**config.mk**
```make
export PLATFORM = sky130hd
export DESIGN_NAME = mby_gmm_pod_ring_stop
export DESIGN_NICKNAME = d
export VERILOG_FILES = /design/src/rtl/mby_gmm_pkg.sv /design/src/rtl/mby_gmm_pod_ptr_fifo.sv /design/src/rtl/mby_gmm_pod_ring_stop.sv
export SDC_FILE = /design/constraint.sdc
export NUM_CORES = 1
export LEC_CHECK = 0
export CORE_MARGIN = 3
export CORE_UTILIZATION = 50
export DETAILED_ROUTE_END_ITERATION = 10
export PLACE_DENSITY = 0.71
export SETUP_SLACK_MARGIN = 0.3
export SLEW_MARGIN = 10
export SYNTH_ARGS = -nofsm -noshare
export SYNTH_HDL_FRONTEND = slang
export SYNTH_SLANG_ARGS = --single-unit
```
**constraint.sdc**
```tcl
create_clock -name clk -period 6.9 [get_ports clk]
set_clock_uncertainty 0.05 [all_clocks]
set_input_delay 1.38 -clock clk [delete_from_list [all_inputs] [get_ports clk]]
set_output_delay 1.38 -clock clk [all_outputs]
set_load 0.01 [all_outputs]
```
**src/rtl/mby_gmm_pkg.sv**
```systemverilog
// Shared types and defaults for the GMM pod pointer ring.
package mby_gmm_pkg;

  localparam int MBY_GMM_PTR_W = 20;

  typedef struct packed {
    logic                     valid;
    logic                     dirty;
    logic [MBY_GMM_PTR_W-1:0] ptr;
  } mby_pod_ring_slot_t;

endpackage

```
**src/rtl/mby_gmm_pod_ptr_fifo.sv**
```systemverilog
// Small pointer FIFO with occupancy count; push when full and pop when empty are dropped.
module mby_gmm_pod_ptr_fifo
  import mby_gmm_pkg::*;
#(
  parameter int W     = MBY_GMM_PTR_W,
  parameter int DEPTH = 8
) (
  input  logic                         clk,
  input  logic                         rst_n,
  input  logic                         push_i,
  input  logic [W-1:0]                 push_data_i,
  input  logic                         pop_i,
  output logic [W-1:0]                 head_o,
  output logic [$clog2(DEPTH+1)-1:0]   count_o
);

  localparam int CNT_W = $clog2(DEPTH + 1);
  localparam int IDX_W = $clog2(DEPTH);

  logic [W-1:0]     mem_q [DEPTH];
  logic [IDX_W-1:0] wr_q, wr_d, rd_q, rd_d;
  logic [CNT_W-1:0] cnt_q, cnt_d;
  logic             do_push, do_pop;

  assign do_push = push_i && (cnt_q < CNT_W'(DEPTH));
  assign do_pop  = pop_i && (cnt_q != '0);
  assign head_o  = mem_q[rd_q];
  assign count_o = cnt_q;

  always_comb begin
    wr_d  = wr_q;
    rd_d  = rd_q;
    cnt_d = cnt_q;
    if (do_push) wr_d = wr_q + IDX_W'(1);
    else         wr_d = wr_q;
    if (do_pop)  rd_d = rd_q + IDX_W'(1);
    else         rd_d = rd_q;
    case ({do_push, do_pop})
      2'b10:   cnt_d = cnt_q + CNT_W'(1);
      2'b01:   cnt_d = cnt_q - CNT_W'(1);
      default: cnt_d = cnt_q;
    endcase
  end

  always_ff @(posedge clk or negedge rst_n) begin
    if (!rst_n) begin
      wr_q  <= '0;
      rd_q  <= '0;
      cnt_q <= '0;
    end else begin
      wr_q  <= wr_d;
      rd_q  <= rd_d;
      cnt_q <= cnt_d;
    end
  end

  // Storage is never reset; stale entries are unreachable once indices clear.
  always_ff @(posedge clk) begin
    if (do_push) mem_q[wr_q] <= push_data_i;
  end

endmodule

```
**src/rtl/mby_gmm_pod_ring_stop.sv**
```systemverilog
// Pod ring stop: extracts one pointer type into an RX FIFO and inserts locally queued pointers.
module mby_gmm_pod_ring_stop
  import mby_gmm_pkg::*;
#(
  parameter int PTR_W     = MBY_GMM_PTR_W,
  parameter int DEPTH     = 8,
  parameter int EXT_DIRTY = 0,
  parameter int STARVE_TH = 16
) (
  input  logic                       clk,
  input  logic                       rst_n,
  input  logic                       ring_in_valid,
  input  logic [PTR_W-1:0]           ring_in_ptr,
  input  logic                       ring_in_dirty,
  output logic                       ring_out_valid,
  output logic [PTR_W-1:0]           ring_out_ptr,
  output logic                       ring_out_dirty,
  input  logic                       ext_en,
  input  logic                       ins_valid,
  output logic                       ins_ready,
  input  logic [PTR_W-1:0]           ins_ptr,
  input  logic                       ins_dirty,
  output logic                       ext_valid,
  input  logic                       ext_ready,
  output logic [PTR_W-1:0]           ext_ptr,
  output logic [$clog2(DEPTH+1)-1:0] tx_cnt,
  output logic [$clog2(DEPTH+1)-1:0] rx_cnt,
  output logic                       starve
);

  localparam int   CNT_W   = $clog2(DEPTH + 1);
  localparam int   SCNT_W  = $clog2(STARVE_TH + 1);
  localparam logic EXT_BIT = (EXT_DIRTY != 0);

  typedef struct packed {
    logic             valid;
    logic             dirty;
    logic [PTR_W-1:0] ptr;
  } slot_t;

  slot_t             slot_q, slot_d;
  logic [PTR_W:0]    tx_head;
  logic              ext_hit, slot_free, ins_fire;
  logic [SCNT_W-1:0] scnt_q, scnt_d;
  logic              starve_q;

  assign ext_hit   = ring_in_valid && (ring_in_dirty == EXT_BIT) && ext_en
                     && (rx_cnt < CNT_W'(DEPTH));
  assign slot_free = !ring_in_valid || ext_hit;
  assign ins_fire  = slot_free && (tx_cnt != '0);
  assign ins_ready = (tx_cnt < CNT_W'(DEPTH));
  assign ext_valid = (rx_cnt != '0);

  mby_gmm_pod_ptr_fifo #(.W(PTR_W + 1), .DEPTH(DEPTH)) u_tx_fifo (
    .clk         (clk),
    .rst_n       (rst_n),
    .push_i      (ins_valid && ins_ready),
    .push_data_i ({ins_dirty, ins_ptr}),
    .pop_i       (ins_fire),
    .head_o      (tx_head),
    .count_o     (tx_cnt)
  );

  mby_gmm_pod_ptr_fifo #(.W(PTR_W), .DEPTH(DEPTH)) u_rx_fifo (
    .clk         (clk),
    .rst_n       (rst_n),
    .push_i      (ext_hit),
    .push_data_i (ring_in_ptr),
    .pop_i       (ext_valid && ext_ready),
    .head_o      (ext_ptr),
    .count_o     (rx_cnt)
  );

  // Outgoing slot: insertion wins a freed slot, otherwise pass or empty it.
  always_comb begin
    slot_d = '0;
    if (ins_fire) begin
      slot_d.valid = 1'b1;
      slot_d.dirty = tx_head[PTR_W];
      slot_d.ptr   = tx_head[PTR_W-1:0];
    end else if (ext_hit) begin
      slot_d = '0;
    end else begin
      slot_d.valid = ring_in_valid;
      slot_d.dirty = ring_in_dirty;
      slot_d.ptr   = ring_in_ptr;
    end
  end

  // Starvation counter saturates at the threshold.
  always_comb begin
    scnt_d = scnt_q;
    if (ins_fire || (tx_cnt == '0)) scnt_d = '0;
    else if (scnt_q < SCNT_W'(STARVE_TH)) scnt_d = scnt_q + SCNT_W'(1);
    else scnt_d = scnt_q;
  end

  always_ff @(posedge clk or negedge rst_n) begin
    if (!rst_n) begin
      slot_q   <= '0;
      scnt_q   <= '0;
      starve_q <= 1'b0;
    end else begin
      slot_q   <= slot_d;
      scnt_q   <= scnt_d;
      starve_q <= (scnt_d == SCNT_W'(STARVE_TH));
    end
  end

  assign ring_out_valid = slot_q.valid;
  assign ring_out_dirty = slot_q.dirty;
  assign ring_out_ptr   = slot_q.ptr;
  assign starve         = starve_q;

endmodule

```
==> results.py <==
metrics = {
    "floorplan": {
        "coreArea_um2": 28300,
        "die_area_um2": 31300,
        "die_x_um": 177,
        "dieHeight_um": 177,
        "num_io_pins": 101,
        "start_util_pct": 51.7,
        "num_rows": 61,
    },
    "run": {
        "maxCapViolations": 0,
    },
    "synth": {
        "syn_inst": 679,
        "syn_nets": 739,
        "synth_cell_types": 46,
        "syn_area_um2": 14600,
        "synth_seq_cells": 376,
        "yosysSeqAreaShare_pct": 75.6,
        "async_flop_share_pct": 12.8,
        "synthFlopType": "edfxtp_1",
        "synth-edff-count": 328,
        "synth_area_per_cell_um2": 21.5,
        "ys.warnings.count": 0,
    },
    "clocking": {
        "root_buffer": "clkbuf_16",
        "postCtsSetupRepairBufs": 0,
        "clk_pin_slew_ns": 0.06,
        "cts-hold-fix-buffers": 0,
        "cts_tree": "built",
        "clock_sinks": 376,
        "clock_path_buffers": 3,
        "post_cts_resize_count": 0,
        "cts-buffers-inserted": 38,
        "htree_num_levels": 2,
        "clock_latency_ns": 0.51,
    },
    "worst_setup_path": {
        "r2r_setup_slack_ns": 3.98,
        "crit_path_max_fanout": 22,
        "crit_type": "flip-flop to primary output",
        "cp_data_arrival_time_ns": 3.19,
        "worstPathRequired_ns": 5.47,
        "cp-start-kind": "flip-flop",
        "critPathCaptureType": "primary output",
    },
    "timing": {
        "grt_setup_unrepaired": "no",
        "slew_headroom_pct": 25.0,
        "setup_viol": 0,
        "hold_slack_ns": 0.448,
        "finalCritPeriodShare_pct": 67.0,
        "fmax_ghz": 0.216,
        "fin_setup_tns_ns": 0,
        "hold_viol": 0,
        "fin_crit_ns": 4.62,
        "tightestPinTransition_ns": 1.13,
        "slew_viol_final": 0,
    },
    "global_route": {
        "antenna_found_initial": 3,
        "gr-total-overflow": 0,
        "grt_pass1_vias": 7438,
        "use_met3_pct": 3.45,
        "met1_usage_pct": 25.0,
        "grt_max_degree": 49,
        "busiest_layer": "met2",
        "grtUsageMet2_pct": 32.1,
        "grt_pass1_wl_um": 44000,
        "grt_usage_pct": 18.9,
    },
    "drt": {
        "vias": 6974,
        "drc": 0,
        "vias_per_cell": 5.73,
        "post_drt_wl_per_cell_um": 23.5,
        "ant_nets": 0,
        "drtPass1Iterations": 5,
        "routed_wl_um": 28700,
        "drt_iter0_drc": 651,
    },
    "placement": {
        "gp_congestion": 0.735,
        "port_buffers": 100,
        "dpl.hpwl_um": 17400,
    },
    "power_and_ir_drop": {
        "vdd_drop_max_mv": 0.197,
        "clkPwrFrac_pct": 28.4,
        "switching_share_pct": 28.0,
        "p_switching_mw": 1.94,
        "p_leak_nw": 5.76,
        "p_int_mw": 5.00,
        "power_density_nw_per_um2": 401,
        "pwr-share-seq_pct": 42.8,
        "p_comb_share_pct": 28.9,
    },
    "cells_and_area": {
        "area_delta_synth_final_pct": 18.3,
        "layout.nets": 870,
        "drive_above_1_share_pct": 24.4,
    },
    "min_path": {
        "hold_path_class": "flip-flop to flip-flop",
    },
    "status": {
        "status": "complete, no violations",
    },
}
[routing by layer]
layer	up-vias	wire length, um
met4	4	636
li1	3031	-
met2	211	14900
met5	-	40
met1	3676	11400
met3	52	1660
[synthesized netlist by cell type (2+ instances only)]
cell	n	area share (%)
nand2b_1	8	0.34
or3_1	2	0.086
edfxtp_1	328	67
nor4_1	2	0.086
mux2_2	24	1.8
clkbuf_1	10	0.26
nor3_1	6	0.21
o2bb2ai_1	19	1.1
buf_2	6	0.21
o21ai_0	5	0.17
dfrtp_1	48	8.2
ha_1	11	0.94
inv_1	10	0.26
buf_4	3	0.15
o32a_1	2	0.14
buf_1	2	0.051
nor2b_1	2	0.086
xor2_1	8	0.48
nand4b_1	3	0.18
nor2_1	17	0.44
a21oi_1	2	0.068
buf_6	9	0.69
clkbuf_2	2	0.068
nand2_1	14	0.36
mux2i_1	23	1.6
mux4_2	82	13
a31oi_1	2	0.086
xnor2_1	10	0.60
nor3b_1	2	0.10
[cells in the final DEF, fill, tap and decap left out, types with 14 or more instances in the layout]
cell,count
buf_4,23
mux2i_1,23
nand2_1,14
nor2_1,17
edfxtp_1,328
dfrtp_1,46
mux2_2,24
mux4_2,82
clkdlybuf4s50_1,99
o2bb2ai_1,19
clkbuf_16,39
[layout make-up]
class / instances / area (um^2)
antenna: 1 / 2.50
clock buffer: 53 / 1070
clock inverter: 16 / 144
fill: 1979 / 11000
inverter: 11 / 43.8
multi-input combinational: 260 / 3340
sequential: 376 / 11100
tap: 378 / 473
timing repair buffer: 123 / 1170
[worst max-delay path, stage by stage (launching register included)]
cell	delay, ns
dfrtp_2	0.81
buf_4	0.51
mux4_2	0.58
mux2_2	0.28
clkdlybuf4s50_1	0.49
[power groups by stage]
stage | combinational, mW | sequential, mW | clock (mW)
floorplan | 1.36 | 2.93 | 0
global placement | 1.97 | 3.00 | 0
detailed placement | 2.03 | 3.02 | 0
CTS | 2.04 | 2.97 | 2.01
global route | 2.16 | 3.00 | 2.11
finish | 2.00 | 2.97 | 1.97
[registers in the layout (all words and copies together) (netlist names)]
register / count
u_rx_fifo.rd_q: 3
u_rx_fifo.count_o: 4
u_rx_fifo.mem_q: 160
ring_out_valid: 1
u_tx_fifo.mem_q: 168
ring_out_ptr: 20
u_tx_fifo.count_o: 4
ring_out_dirty: 1
u_rx_fifo.wr_q: 3
u_tx_fifo.wr_q: 3
scnt_q: 5
starve: 1
u_tx_fifo.rd_q: 3
[cells by family after synthesis]
group,share of synthesized area [%]
buffers and inverters,1.73
muxes,16.0
xor gates and xnor gates,1.08
DFF,75.6
and+or+nand+nor,2.42
adders and majority gates,1.08
AOI/OAI and AO/OA,2.09
[stage by stage]
step / setup slack [ns] / util (%) / power (mW) / cells / cell area [um^2]
floorplan: 2.87 / - / 4.29 / 679 / 14600
global placement: 2.74 / 56.8 / 4.97 / 1148 / 16100
detailed placement: 2.72 / 56.8 / 5.05 / 1148 / 16100
CTS: 2.16 / 61.1 / 7.03 / 1217 / 17300
global route: 2.02 / 61.1 / 7.28 / 1218 / 17300
finish: 2.28 / 61.1 / 6.94 / 1218 / 17300
[path summary, 6_finish.rpt]
path | end | cells past startpoint | from
max | ext_ptr[2] | 4 | u_rx_fifo.rd_q[0]
min | u_tx_fifo.wr_q[2] | 1 | u_tx_fifo.wr_q[2]
max reg2reg | u_rx_fifo.count_o[3] | 8 | u_rx_fifo.count_o[3]
min reg2reg | u_tx_fifo.wr_q[2] | 1 | u_tx_fifo.wr_q[2]
max in group asynchronous | u_rx_fifo.rd_q[0] | 2 | rst_n
min in group asynchronous | u_tx_fifo.count_o[0] | 2 | rst_n
(Power assumes the default switching activity.)
